[config.mk]
export PLATFORM = sky130hd
export DESIGN_NAME = imm_gen_pipe
export DESIGN_NICKNAME = d
export VERILOG_FILES = /design/src/rtl/imm_gen_pipe.sv
export SDC_FILE = /design/constraint.sdc
export NUM_CORES = 1
export LEC_CHECK = 0
export CAP_MARGIN = 30
export CORE_AREA = 2 2 90 92
export DETAILED_ROUTE_END_ITERATION = 12
export DIE_AREA = 0 0 92 94
export GPL_TIMING_DRIVEN = 0
export HOLD_SLACK_MARGIN = 0.03
export PLACE_DENSITY = 0.78
export SLEW_MARGIN = 20
export SYNTH_ARGS = -nofsm -noshare
export SYNTH_HDL_FRONTEND = slang
export SYNTH_SLANG_ARGS = --single-unit
[constraint.sdc]
create_clock -name clk -period 2.52 [get_ports clk]
set_input_delay 0.504 -clock clk [delete_from_list [all_inputs] [get_ports clk]]
set_output_delay 0.504 -clock clk [all_outputs]
set_load 0.02 [all_outputs]
[src/rtl/imm_gen_pipe.sv]
// Immediate generator with a 2-entry in-order output buffer.
// Decodes RISC-V immediates at accept time and holds {imm, illegal, tag}
// until the consumer takes them.

package imm_gen_pkg;
    typedef enum logic [2:0] {
        IMM_I_TYPE  = 3'd0,
        IMM_S_TYPE  = 3'd1,
        IMM_B_TYPE  = 3'd2,
        IMM_U_TYPE  = 3'd3,
        IMM_J_TYPE  = 3'd4,
        IMM_Z_TYPE  = 3'd5,
        IMM_SH_TYPE = 3'd6
    } imm_sel_e;
endpackage

module imm_gen_pipe
    import imm_gen_pkg::*;
#(
    parameter int XLEN  = 32,
    parameter int TAG_W = 5
) (
    input  logic             clk,
    input  logic             rst,
    input  logic             flush,
    input  logic             in_valid,
    output logic             in_ready,
    input  logic [31:0]      instr,
    input  imm_sel_e         imm_sel,
    input  logic [TAG_W-1:0] tag_i,
    output logic             out_valid,
    input  logic             out_ready,
    output logic [XLEN-1:0]  imm_o,
    output logic             illegal_o,
    output logic [TAG_W-1:0] tag_o
);

    generate
        if (XLEN != 32 && XLEN != 64) begin : g_bad_xlen
            $error("imm_gen_pipe: XLEN must be 32 or 64");
        end
    endgenerate

    // Opcode field is not part of any immediate.
    logic unused_opcode;
    assign unused_opcode = ^instr[6:0];

    logic [XLEN-1:0]  dec_imm;
    logic             dec_illegal;

    logic [XLEN-1:0]  imm_mem [2];
    logic             ill_mem [2];
    logic [TAG_W-1:0] tag_mem [2];

    logic [1:0] count;
    logic       wr_ptr;
    logic       rd_ptr;
    logic       accept;
    logic       pop;

    // Handshake depends only on the registered occupancy.
    assign in_ready  = (count != 2'd2);
    assign out_valid = (count != 2'd0);
    assign accept    = in_valid && in_ready;
    assign pop       = out_valid && out_ready;

    // Immediate decode; signed casts sign-extend from instr[31] to XLEN.
    always_comb begin
        dec_imm     = '0;
        dec_illegal = 1'b0;
        case (imm_sel)
            IMM_I_TYPE: dec_imm = XLEN'($signed(instr[31:20]));
            IMM_S_TYPE: dec_imm = XLEN'($signed({instr[31:25], instr[11:7]}));
            IMM_B_TYPE: dec_imm = XLEN'($signed({instr[31], instr[7], instr[30:25],
                                                  instr[11:8], 1'b0}));
            IMM_U_TYPE: dec_imm = XLEN'($signed({instr[31:12], 12'b0}));
            IMM_J_TYPE: dec_imm = XLEN'($signed({instr[31], instr[19:12], instr[20],
                                                  instr[30:21], 1'b0}));
            IMM_Z_TYPE: dec_imm = XLEN'(instr[19:15]);
            IMM_SH_TYPE: begin
                if (XLEN == 64) dec_imm = XLEN'(instr[25:20]);
                else            dec_imm = XLEN'(instr[24:20]);
            end
            default: begin
                dec_imm     = '0;
                dec_illegal = 1'b1;
            end
        endcase
    end

    // Buffer storage; contents are only observable while counted as valid.
    always_ff @(posedge clk) begin
        if (accept) begin
            imm_mem[wr_ptr] <= dec_imm;
            ill_mem[wr_ptr] <= dec_illegal;
            tag_mem[wr_ptr] <= tag_i;
        end
    end

    // Occupancy and pointers; reset beats flush, flush drops any handshake.
    always_ff @(posedge clk) begin
        if (rst || flush) begin
            count  <= 2'd0;
            wr_ptr <= 1'b0;
            rd_ptr <= 1'b0;
        end else begin
            if (accept) wr_ptr <= ~wr_ptr;
            if (pop)    rd_ptr <= ~rd_ptr;
            count <= count + {1'b0, accept} - {1'b0, pop};
        end
    end

    assign imm_o     = out_valid ? imm_mem[rd_ptr] : '0;
    assign illegal_o = out_valid ? ill_mem[rd_ptr] : 1'b0;
    assign tag_o     = out_valid ? tag_mem[rd_ptr] : '0;

endmodule

==> results.tsv <==
metric	value	unit
Clock Tree Buf Depth	2	
NumNets Final	419	
Cell Area, Synth	3729	sq um
wire length of the first global-routing pass	12450	um
CTS tree	built	
Max Clock Skew	0.006866	ns
Fmax achieved	413.7	MHz
worst min-delay path startpoint	count[1]	
largest net degree at the start of global routing	29	
DR vias	2516	
# Post-CTS Setup Buffers	0	
Core Box Area	7607	sq um
dpl hpwl	5575	um
most frequent cells in the layout	76 x edfxtp_1, 63 x clkdlybuf4s50_1, 43 x nor2_1	
clk_lat worst skew	0.34	ns
most common cell after layout, fill and taps aside	edfxtp_1	
Setup crit start kind	flip-flop	
Final Hold Viols	0	
setup TNS	0	ns
area of the multi-input gates	1216	sq um
critical path peak fanout	10	
die area	8648	sq um
GRT Total Usage	18.98	%
Die Wd	92	um
Util after Layout	64.85	%
origin of the critical flop-to-flop path	count[0]	
Iteration-0 DRC Markers	137	
Worst Path Buf+Inv	3	
Die Span Y	94	um
#FFs+latches synth	81	
ANT cells	0	
status	finished clean	
Max VDD drop	458.7	uV
Async S/R FF share, synth	0	%
CP Data Arrival Time	1.91	ns
Clock transition at path regs	0.08	ns
Routed Antenna Nets	0	
H-tree lvl count	3	
Required @ worst endpoint	2.02	ns
IO buf count	75	
register area	2384	sq um
Yosys Warn Count	0	
Top FF cell, synth	edfxtp_1	
Crit path largest cell delay	0.61	ns
Hold WC Path Type	flip-flop to flip-flop	
total CTS buffers	9	
router iterations before antenna repair	4	
Crit. Startpoint	count[0]	
Mapped Cells	284	
sequential-to-total area share from yosys stat	63.89	%
Pleak	1.946	nW
post-route cell area	4933	sq um
Final Critical Period	2.418	ns
critical path, cell by cell	nor2_4 -> buf_4 -> buf_4 -> nor2_1 -> clkdlybuf4s50_1	
hold bufs inserted after CTS	0	
Final GP Congestion	0.8193	
vias per cell	5.253	
IO Pins	85	
Critical-path top delay cell	clkdlybuf4s50_1	
synth unique cells	34	
syn_nets	331	
most frequent CP cell	buf_4	
Pwr Density	631.1	nW/um^2
initial core utilization	49.01	%
endpoint class of the critical path	output pin	
Worst path top cell family by delay	buffers and inverters	
initial antenna violation count	0	
DRC violations left	0	
vias in the first global route	2518	
Slew Limit Fails	0	
total wire length	7939	um
Setup Viol. Count Final	0	
wire per inst	16.57	um
Clock Tree Root	clkbuf_8	
fin crit share	95.93	%
slew margin rel.	66.39	%
fillcell total	587	
Congestion Overflow GR	0	
clk sinks	81	
Row Count	32	
Mapped Avg Cell Area	13.13	sq um
worst slew pin tran	0.5031	ns
placed inst area	4656	sq um
number of flops mapped to enable cells by yosys	76	
max-cap violations	0	
Worst Path Class, Setup	flip-flop to output pin	
layout cells sized above 1	12.47	%
synth-to-layout area growth	32.32	%
## timing repair
item	in CTS	in global routing
pin swaps	0	0
endpoints found under the hold margin	0	0
endpoints found under the setup margin	30	18
resized for setup	8	17
## per-stage QoR
stage | hold WS (ns) | std cells | setup slack (ns) | power, mW
floorplan | 0.5089 | 284 | 0.4615 | 1.860
global placement | 0.5310 | 461 | -0.3707 | 2.058
detailed placement | 0.5448 | 463 | 0.2530 | 2.079
CTS | 0.5706 | 479 | -0.001471 | 3.131
global route | 0.5971 | 479 | -0.01984 | 3.230
finish | 0.5627 | 479 | 0.1025 | 3.113
## routing by layer
metal	GRT usage (%)	routed length (um)	vias up
li1	-	-	1228
met3	4.655	387	4
met2	32.48	4038	73
met1	24.19	3458	1211
met5	0	0	-
met4	5.348	55	0
## layout make-up
class	count	share of cell area, %
Buffer	20	2.840
Tap cell	102	2.587
Sequential cell	81	48.31
Inverter	6	0.4565
Clock buffer	9	2.511
Clock inverter	7	2.080
Timing Repair Buffer	77	16.56
Multi-Input combinational cell	177	24.65
## final timing paths
check / endpoint / slack, ns / depth (start not counted)
max: imm_o[27] / 0.10 / 5
min: count[1] / 0.56 / 2
max reg2reg: count[1] / 0.60 / 8
min reg2reg: count[1] / 0.56 / 2
## state kept, by name, indices dropped and copies added, names as in the netlist, named ones only
signal and cells:
rd_ptr 1, count 2, wr_ptr 1, ill_mem 2, imm_mem 64, tag_mem 10
## tightest hold or removal path: cells and delay by family, from the launching register on
family / cells / cell delay [ns]
flops: 1 / 0.36
simple gates: 2 / 0.17
## cells by family after synthesis
group	after synthesis	synth area share, %
and+or+nand+nor	75	10.34
adders and majority gates	3	0.9730
AOI/OAI and AO/OA	54	9.027
muxes	43	11.58
buffers and inverters	26	3.725
xor gates and xnor gates	2	0.4699
DFF	81	63.89
## synthesized netlist by cell type, drive strengths merged, types with 4 or more instances
| cell | number | area (sq um) |
|---|---|---|
| a211o | 4 | 35.03 |
| a21oi | 21 | 105.1 |
| and3b | 6 | 52.55 |
| o22ai | 9 | 56.30 |
| dfxtp | 5 | 100.1 |
| nor2b | 6 | 45.04 |
| edfxtp | 76 | 2282 |
| inv | 6 | 22.52 |
| nor2 | 44 | 165.2 |
| and2b | 4 | 30.03 |
| mux2i | 42 | 420.4 |
| o21ai | 7 | 35.03 |
| clkbuf | 5 | 18.77 |
| a21o | 11 | 87.58 |
| buf | 15 | 97.59 |
## report_power, final
| part | internal, mW | switching, mW |
|---|---|---|
| registers | 1.56 | 0.0185 |
| clock network | 0.570 | 0.493 |
| logic | 0.221 | 0.253 |
(Power assumes the default switching activity.)
